==> config.mk <==
export PLATFORM = sky130hd
export DESIGN_NAME = midi_uart_rx_fifo
export DESIGN_NICKNAME = d
export VERILOG_FILES = /design/src/rtl/midi_pkg.sv /design/src/rtl/midi_sync_fifo.sv /design/src/rtl/midi_uart_rx_fifo.sv
export SDC_FILE = /design/constraint.sdc
export NUM_CORES = 1
export LEC_CHECK = 0
export ABC_AREA = 1
export BUFFER_PORTS_ARGS = -buffer_cell sky130_fd_sc_hd__buf_2
export CORE_AREA = 3 3 79 81
export DETAILED_ROUTE_END_ITERATION = 10
export DIE_AREA = 0 0 82 84
export GPL_TIMING_DRIVEN = 0
export MAX_ROUTING_LAYER = met4
export PLACE_DENSITY = 0.77
export SLEW_MARGIN = 20
export SYNTH_ARGS = -nofsm -noshare
export SYNTH_HDL_FRONTEND = slang
export SYNTH_HIERARCHICAL = 1
export SYNTH_SLANG_ARGS = --single-unit
==> constraint.sdc <==
create_clock -name clk -period 4.5 [get_ports clk]
set_input_delay 0.45 -clock clk [delete_from_list [all_inputs] [get_ports clk]]
set_output_delay 0.45 -clock clk [all_outputs]
set_load 0.01 [all_outputs]
==> src/rtl/midi_pkg.sv <==
// Shared types and default timing for the MIDI serial receive path.
package midi_pkg;

  typedef enum logic [2:0] {
    IDLE  = 3'd0,
    START = 3'd1,
    DATA  = 3'd2,
    STOP  = 3'd3,
    BREAK = 3'd4
  } rx_state_t;

  localparam int MIDI_CYCLES_PER_BIT = 1600;
  localparam int MIDI_DATA_BITS      = 8;

endpackage

==> src/rtl/midi_sync_fifo.sv <==
// First-word-fall-through FIFO; the head entry is always presented on pop_data.
module midi_sync_fifo #(
  parameter int WIDTH = 8,
  parameter int DEPTH = 4
) (
  input  logic                     clk,
  input  logic                     reset,
  input  logic                     push,
  input  logic [WIDTH-1:0]         push_data,
  input  logic                     pop,
  output logic [WIDTH-1:0]         pop_data,
  output logic                     full,
  output logic                     empty,
  output logic [$clog2(DEPTH):0]   count
);

  localparam int AW = $clog2(DEPTH);

  logic [WIDTH-1:0] mem [DEPTH];
  logic [AW-1:0]    wr_ptr;
  logic [AW-1:0]    rd_ptr;
  logic             do_push;
  logic             do_pop;

  assign empty    = (count == '0);
  assign full     = (count == (AW+1)'(DEPTH));
  assign do_pop   = pop && !empty;
  // A pop in the same cycle frees the slot, so a push into a full FIFO is accepted then.
  assign do_push  = push && (!full || do_pop);
  assign pop_data = empty ? '0 : mem[rd_ptr];

  always_ff @(posedge clk) begin
    if (do_push) begin
      mem[wr_ptr] <= push_data;
    end
  end

  always_ff @(posedge clk) begin
    if (reset) begin
      wr_ptr <= '0;
      rd_ptr <= '0;
      count  <= '0;
    end else begin
      if (do_push) begin
        wr_ptr <= wr_ptr + AW'(1);
      end
      if (do_pop) begin
        rd_ptr <= rd_ptr + AW'(1);
      end
      case ({do_push, do_pop})
        2'b10:   count <= count + (AW+1)'(1);
        2'b01:   count <= count - (AW+1)'(1);
        default: count <= count;
      endcase
    end
  end

endmodule

==> src/rtl/midi_uart_rx_fifo.sv <==
// MIDI/UART receiver: synchroniser, start-glitch rejection, 3-sample majority vote per bit,
// stop-bit check, and a FWFT output FIFO drained over a valid/ready stream.
module midi_uart_rx_fifo
  import midi_pkg::*;
#(
  parameter int CYCLES_PER_BIT = MIDI_CYCLES_PER_BIT,
  parameter int DATA_BITS      = MIDI_DATA_BITS,
  parameter int FIFO_DEPTH     = 4,
  parameter int SYNC_STAGES    = 2
) (
  input  logic                          clk,
  input  logic                          reset,
  input  logic                          din,
  output logic [DATA_BITS-1:0]          m_data,
  output logic                          m_valid,
  input  logic                          m_ready,
  output logic [$clog2(FIFO_DEPTH):0]   fifo_count,
  output logic                          framing_err,
  output logic                          overrun,
  output logic [2:0]                    state_dbg
);

  localparam int CW = $clog2(CYCLES_PER_BIT);
  localparam int BW = (DATA_BITS > 1) ? $clog2(DATA_BITS) : 1;
  localparam int M  = CYCLES_PER_BIT / 2;

  logic [SYNC_STAGES-1:0] sync;
  logic                   din_s;
  rx_state_t              state;
  logic [CW-1:0]          cnt;
  logic [BW-1:0]          bit_idx;
  logic [DATA_BITS-1:0]   shreg;
  logic                   samp0;
  logic                   samp1;
  logic                   maj;
  logic                   at_decide;
  logic                   at_end;
  logic                   push;
  logic                   pop;
  logic                   fifo_full;
  logic                   fifo_empty;

  // Stream handshake: m_data is valid whenever m_valid=1; a byte transfers on any
  // cycle where m_valid && m_ready, and m_data holds steady while m_valid && !m_ready.
  assign m_valid   = !fifo_empty;
  assign pop       = m_valid && m_ready;
  assign din_s     = sync[SYNC_STAGES-1];
  assign maj       = (samp0 & samp1) | (samp0 & din_s) | (samp1 & din_s);
  assign at_decide = (cnt == CW'(M + 1));
  assign at_end    = (cnt == CW'(CYCLES_PER_BIT - 1));
  assign push      = (state == STOP) && at_decide && maj;
  assign state_dbg = state;

  always_ff @(posedge clk) begin
    if (reset) begin
      sync <= '1;
    end else begin
      sync <= {sync[SYNC_STAGES-2:0], din};
    end
  end

  always_ff @(posedge clk) begin
    if (reset) begin
      state       <= IDLE;
      cnt         <= '0;
      bit_idx     <= '0;
      shreg       <= '0;
      samp0       <= 1'b1;
      samp1       <= 1'b1;
      framing_err <= 1'b0;
      overrun     <= 1'b0;
    end else begin
      framing_err <= 1'b0;
      overrun     <= 1'b0;
      if (cnt == CW'(M - 1)) samp0 <= din_s;
      if (cnt == CW'(M))     samp1 <= din_s;
      case (state)
        IDLE: begin
          cnt <= '0;
          // The cycle that first sees the low line is bit cycle 0.
          if (!din_s) begin
            state <= START;
            cnt   <= CW'(1);
          end
        end
        START: begin
          cnt <= cnt + CW'(1);
          if (at_decide && maj) begin
            state <= IDLE;
            cnt   <= '0;
          end else if (at_end) begin
            state   <= DATA;
            cnt     <= '0;
            bit_idx <= '0;
          end
        end
        DATA: begin
          cnt <= cnt + CW'(1);
          if (at_decide) begin
            shreg <= {maj, shreg[DATA_BITS-1:1]};
          end
          if (at_end) begin
            cnt <= '0;
            if (bit_idx == BW'(DATA_BITS - 1)) begin
              state <= STOP;
            end else begin
              bit_idx <= bit_idx + BW'(1);
            end
          end
        end
        STOP: begin
          cnt <= cnt + CW'(1);
          // Leave mid stop bit so a following start edge is never missed.
          if (at_decide) begin
            cnt <= '0;
            if (maj) begin
              state <= IDLE;
              if (fifo_full && !pop) overrun <= 1'b1;
            end else begin
              state       <= BREAK;
              framing_err <= 1'b1;
            end
          end
        end
        BREAK: begin
          cnt <= '0;
          if (din_s) state <= IDLE;
        end
        default: begin
          state <= IDLE;
          cnt   <= '0;
        end
      endcase
    end
  end

  midi_sync_fifo #(
    .WIDTH(DATA_BITS),
    .DEPTH(FIFO_DEPTH)
  ) u_fifo (
    .clk      (clk),
    .reset    (reset),
    .push     (push),
    .push_data(shreg),
    .pop      (pop),
    .pop_data (m_data),
    .full     (fifo_full),
    .empty    (fifo_empty),
    .count    (fifo_count)
  );

endmodule
# Word-level counts from Yosys, hierarchy flattened
# Memories as Yosys holds them, arrays and structs flattened. A register that Yosys moved wholly into a read port is not among the register bits.
# Index checks and enable logic that the tools add are counted.
[classes]
add_sub_neg = 6
eq_ne = 21
mux = 27
n_bitwise = 8
n_reduce_logical = 20
[ops]
columns = ["cell", "count"]
rows = [
  ["$pmux 11 s4", 1],
  ["$mux 3", 12],
  ["$eq 11x10->1 const B", 3],
  ["$mux 11", 3],
  ["$ne 2x2->1 const B", 8],
  ["$pmux 3 s5", 1],
  ["$pmux 3 s2", 2],
  ["$add 11x1->11 const B", 1],
  ["$eq 11x11->1 const B", 1],
  ["$eq 3x3->1 const B", 3],
  ["$mux 8", 1],
  ["$logic_and 1x1->1", 7],
  ["$add 3x1->3 const B", 2],
  ["$eq 3x2->1 const B", 2],
  ["$logic_not 3->1", 2],
  ["$reduce_and 6->1", 1],
  ["$mux 1", 5],
  ["$reduce_and 5->1", 1],
  ["$add 2x1->2 const B", 2],
  ["$mux 2", 2],
  ["$reduce_bool 2->1", 2],
  ["$reduce_or 4->1", 1],
  ["$and 1x1->1", 3],
  ["$eq 3x1->1 const B", 1],
  ["other kinds (10)", 15],
]
[totals]
ff_bits = 38
ram_bits = 32
inputBits = 4
output_inout_bits = 17
elab_cells = 95
memories = 1
[mem_list]
columns = ["memory", "depth", "word_bits", "read_ports", "rd_clocked_by_memory_dff", "wr", "line_no", "text"]
rows = [
  ["u_fifo.mem", 4, 8, 1, 1, 1, "midi_sync_fifo.sv:19", "logic [WIDTH-1:0] mem [DEPTH];"],
]

# Depth between registers and ports, before layout
[depth]
word_depth = 8
depth_mapped = 16
ltp_nobuf = 16

# By module
# Netlist, hierarchy kept.
[by_module_without_submodules]
columns = ["mod", "instances", "cells_per_inst", "area_per_inst_um2", "seq_area_each_um2"]
rows = [
  ["midi_sync_fifo", 1, 160, 1756.7, 1141.1],
  ["midi_uart_rx_fifo", 1, 222, 1587.8, 620.6],
]

# Worst setup path after synthesis
# Ideal clock, no wire load.
[synth_path]
kind = "register to register"
startpoint = "register u_fifo.count[2]"
endpoint = "register u_fifo.count[2]"
arrival_ns = 2.114
t_required_ns = 4.385
setup_slack_ns = 2.271
stages_incl_launch_ff = 13
synth_period_minus_slack_ns = 2.229
cell_sequence = "dfxtp_1 inv_1 nand2_2 clkinv_1 nor2_1 nand2_4 inv_4 nand2_4 fa_1 inv_1 nand4_1 a21oi_1 nor2_1"
[synth_via]
elab_chain_cells = 8
word_cells_on_any_way = 14
classes_between = "add/sub: 2; eq/ne: 3; mux: 1; reduce/logical: 8"
[synth_lines]
columns = ["item", "line_no", "text"]
rows = [
  ["from (decl)", "midi_sync_fifo.sv:14", "output logic [$clog2(DEPTH):0] count"],
  ["from (signal assigned)", "midi_sync_fifo.sv:51", "2'b10: count <= count + (AW+1)'(1);"],
  ["from (signal assigned)", "midi_sync_fifo.sv:52", "2'b01: count <= count - (AW+1)'(1);"],
  ["from (signal assigned)", "midi_sync_fifo.sv:53", "default: count <= count;"],
  ["$logic_not 3->1 *", "midi_sync_fifo.sv:25", "assign empty = (count == '0);"],
  ["via fifo_empty", "midi_uart_rx_fifo.sv:41", "logic fifo_empty;"],
  ["$logic_not 1->1 *", "midi_uart_rx_fifo.sv:45", "assign m_valid = !fifo_empty;"],
  ["$logic_and 1x1->1 *", "midi_uart_rx_fifo.sv:46", "assign pop = m_valid && m_ready;"],
  ["via pop", "midi_uart_rx_fifo.sv:39", "logic pop;"],
  ["$logic_and 1x1->1 *", "midi_sync_fifo.sv:27", "assign do_pop = pop && !empty;"],
  ["$logic_or 1x1->1", "midi_sync_fifo.sv:29", "assign do_push = push && (!full || do_pop);"],
  ["$logic_and 1x1->1", "midi_sync_fifo.sv:29", ""],
  ["$eq 2x1->1 or $eq 2x2->1 (tied branches)", "midi_sync_fifo.sv:50", "case ({do_push, do_pop})"],
  ["$pmux 3 s2 or $reduce_bool 2->1 (tied branches)", "n/a", ""],
]
# The timed path passes the listed nets; every way through them passes the cells marked *.
# A chain may end at the register's enable or synchronous reset.

# Final worst setup path
[layout_path]
startpoint = "register u_fifo.count[0]"
endpoint = "register u_fifo.count[2]"
# The elaborated chain is that of the path after synthesis.

==> impl_metrics.env <==
export IMPL_wl_per_cell_um=11.96
export IMPL_syn_avg_cell_area_um2=8.755
export IMPL_die_x_um=82
export IMPL_fp_dieH_um=84
export IMPL_num_io_pins=21
export IMPL_r2r_cells=12
export IMPL_ys_seq_area_frac=0.5267
export IMPL_crit_path_max_fanout=10
export IMPL_synth_top_family_by_area="simple AND/OR/NAND/NOR gates"
export IMPL_syn_to_final_growth_pct=10.55
export IMPL_critPathLaunch="u_fifo/count[0]"
export IMPL_fin_setup_tns_ns=0
export IMPL_cp_end_kind="flop"
export IMPL_hp_class="in -> reg"
export IMPL_p_clk_frac=0.290
export IMPL_syn_inst=382
export IMPL_seqPwrFrac=0.509
export IMPL_rr_endpoint="u_fifo/count[2]"
export IMPL_grt_max_degree=13
export IMPL_grt_overflow=0
export IMPL_path_class="reg -> reg"
export IMPL_syn_num_nets=396
export IMPL_path_clk_slew_ns=0.07
export IMPL_grt_pass1_vias=2360
export IMPL_fp_dieArea_um2=6888
export IMPL_outcome="finished clean"
export IMPL_relSlewSlack=0.5151
export IMPL_swShare=0.3090
export IMPL_wl_mm=5.858
export IMPL_synthSimpleGateAreaFrac=0.2316
export IMPL_yosys_warnings=6
export IMPL_cp_start_kind="flop"
export IMPL_initial_core_util=0.6037
export IMPL_cts_buffers=9
export IMPL_ctsResizeCount=0
export IMPL_fin_crit_ns=2.507
export IMPL_core_area_um2=5540
export IMPL_synth_xor_area_frac=0.007856
export IMPL_cts_root_buffer="clkbuf_8"
export IMPL_post_cts_buffers=0
export IMPL_initialDrtViolationCount=111
export IMPL_clock_sinks=72
export IMPL_cts_hold_buf=0
export IMPL_antenna_cells=0
export IMPL_synth_compound_area_frac=0.1074
export IMPL_track_usage=0.1937
export IMPL_utilization=0.6673
export IMPL_fmax_ghz=0.3988
export IMPL_critPathRequiredTime_ns=4.74
export IMPL_cts_htree_levels=3
export IMPL_antenna_found_initial=0
export IMPL_layout_nets=427
export IMPL_p_int_uw=1000
export IMPL_setup_viol_count_final=0
export IMPL_antenna_left=0
export IMPL_cts_tree="done"
export IMPL_vias=2488
export IMPL_finClkSkew_ns=0.008859
export IMPL_drive_gt1_frac=0.1699
export IMPL_synthAdderAreaFrac=0.03966
export IMPL_rsz0062_at_grt="false"
export IMPL_worst_slew_pin_slew_ns=0.7247
export IMPL_drv_cap=0
export IMPL_pwr_share_comb=0.201
export IMPL_rows=27
export IMPL_syn_area_um2=3344
export IMPL_drc=0
export IMPL_finalHoldViolCount=0
export IMPL_arrival_ns=2.75
export IMPL_grt_pass1_wl_mm=10.07
export IMPL_insertion_delay_ns=0.34
export IMPL_dr_pass1_iters=4
export IMPL_ys_seq_elements=72
export IMPL_viasPerCell=5.078
export IMPL_worst_ir_drop_vdd_v=0.0003243
export IMPL_period_share=0.5572
export IMPL_ys_types=35
export IMPL_p_per_area_nw_per_um2=391.6
export IMPL_power_leakage_uw=0.001595
export IMPL_routabilityCongestion=0.8230
export IMPL_power_net_switching_uw=447.4
export IMPL_rrSetupSlack_ns=1.99
export IMPL_dp_hpwl_mm=4.328
export IMPL_reg2reg_from="u_fifo/count[0]"
export IMPL_maxSlewViolCount=0
export IMPL_synthMuxAreaShare=0
export IMPL_cp_endpoint="u_fifo/count[2]"
export IMPL_clk_path_buf_depth=2
export IMPL_portBuffers=20
## cells in the mapped netlist
cell	instances	area share
buf_2	1	0.0015
nand2_1	37	0.042
inv_4	1	0.0019
o21ai_4	1	0.0049
clkbuf_2	1	0.0015
nand2_2	4	0.0075
o21ai_2	3	0.0079
o21ai_1	4	0.0060
inv_2	2	0.0022
nor3_1	2	0.0030
a21oi_1	27	0.040
nand3_1	13	0.019
nor3_2	2	0.0060
or2_2	2	0.0037
dfxtp_1	40	0.24
nand2_4	3	0.010
edfxtp_1	32	0.29
clkbuf_4	1	0.0022
nand4_1	12	0.022
a21oi_2	1	0.0026
fa_1	1	0.0060
nor2_4	1	0.0034
buf_6	2	0.0067
inv_1	60	0.067
xor2_1	2	0.0052
nor2_1	74	0.083
o21ai_0	29	0.043
buf_4	1	0.0022
nor3_4	1	0.0049
ha_1	9	0.034
xnor2_1	1	0.0026
a21boi_1	1	0.0022
clkinv_1	1	0.0011
nor2_2	3	0.0056
nand3_2	7	0.021
## cell families (layout without fill, tap and decap cells)
group / count (synthesis) / after routing
DFF: 72 / 72
AOI/OAI and AO/OA: 66 / 66
buffers and inverters: 70 / 106
adders and majority gates: 10 / 10
and+or+nand+nor: 161 / 161
xor gates and xnor gates: 3 / 3
## metal layers
metal	wire length, um	vias up	global-route usage
met3	229	12	0.04536
li1	-	1305	-
met1	2618	1121	0.2273
met2	2898	50	0.3093
met4	112	0	0.09063
met5	0	-	-
## worst min-delay path by stage
stage	start	to	slack, ns	cells after the start
final	din	sync[0]	0.29	2
after global placement	sync[0]	sync[1]	0.40	1
after floorplan	sync[0]	sync[1]	0.39	1
after global routing	din	sync[0]	0.28	2
after CTS	din	sync[0]	0.27	2
after detailed placement	sync[0]	sync[1]	0.40	1
## power groups by stage
stage | Sequential [uW] | Clock (uW) | Combinational [uW]
floorplan | 752 | 0 | 226
global placement | 751 | 0 | 283
detailed placement | 751 | 0 | 292
CTS | 737 | 435 | 294
global route | 740 | 473 | 337
finish | 737 | 421 | 291
## sequential cells by signal, summed over array words and instances, names as in the netlist, named ones only
| name | cells |
|---|---|
| framing_err | 1 |
| u_fifo/mem | 32 |
| u_fifo/rd_ptr | 2 |
| bit_idx | 3 |
| u_fifo/count | 3 |
| shreg | 8 |
| samp1 | 1 |
| sync | 2 |
| u_fifo/wr_ptr | 2 |
| cnt | 11 |
| overrun | 1 |
| samp0 | 1 |
| state_dbg | 3 |
## placed cells by master, fill, tap and decap left out, types with 2 or more instances in the layout
cell type	netlist	layout
buf_2	1	21
buf_6	2	2
nand2_4	3	3
nand4_1	12	12
nor2_2	3	3
nand3_2	7	7
nand2_1	37	37
dfxtp_1	40	40
o21ai_2	3	3
nor3_1	2	2
clkinv_1	1	3
clkinv_2	0	3
o21ai_1	4	4
inv_2	2	2
edfxtp_1	32	32
or2_2	2	2
a21oi_1	27	27
o21ai_0	29	29
xor2_1	2	2
nand3_1	13	13
inv_1	60	60
nor3_2	2	2
ha_1	9	9
nand2_2	4	4
clkbuf_8	0	9
nor2_1	74	74
## cell type report
cell class / count / area [um2]
multi-input cells: 240 / 1292
flip-flops and latches: 72 / 1762
clock buffers: 9 / 123.9
plain buffers: 6 / 47.55
repair buffers: 20 / 100.1
inverters: 64 / 242.7
fillers: 483 / 1843
well taps: 72 / 90.09
clock inverters: 7 / 38.79
## through the flow
step	hold slack [ns]	instance area [um2]	instances	power (uW)	setup slack [ns]
2_1_floorplan	0.3895	3344	382	977.2	2.271
3_3_place_gp	0.3971	3535	474	1033	2.003
3_5_place_dp	0.3971	3535	474	1043	1.999
4_1_cts	0.2729	3697	490	1465	1.982
5_1_grt	0.2773	3697	490	1550	1.789
6_report	0.2906	3697	490	1448	1.993
## critical path, cell delays in order (launching register included)
cell	delay, ns
dfxtp_1	0.41
nor2_4	0.06
nand2_2	0.10
clkinv_1	0.28
nor2_1	0.51
nand2_4	0.12
inv_4	0.09
nand2_4	0.06
fa_1	0.39
inv_1	0.07
nand4_1	0.12
a21oi_1	0.15
nor2_1	0.05
(Power assumes the default switching activity.)
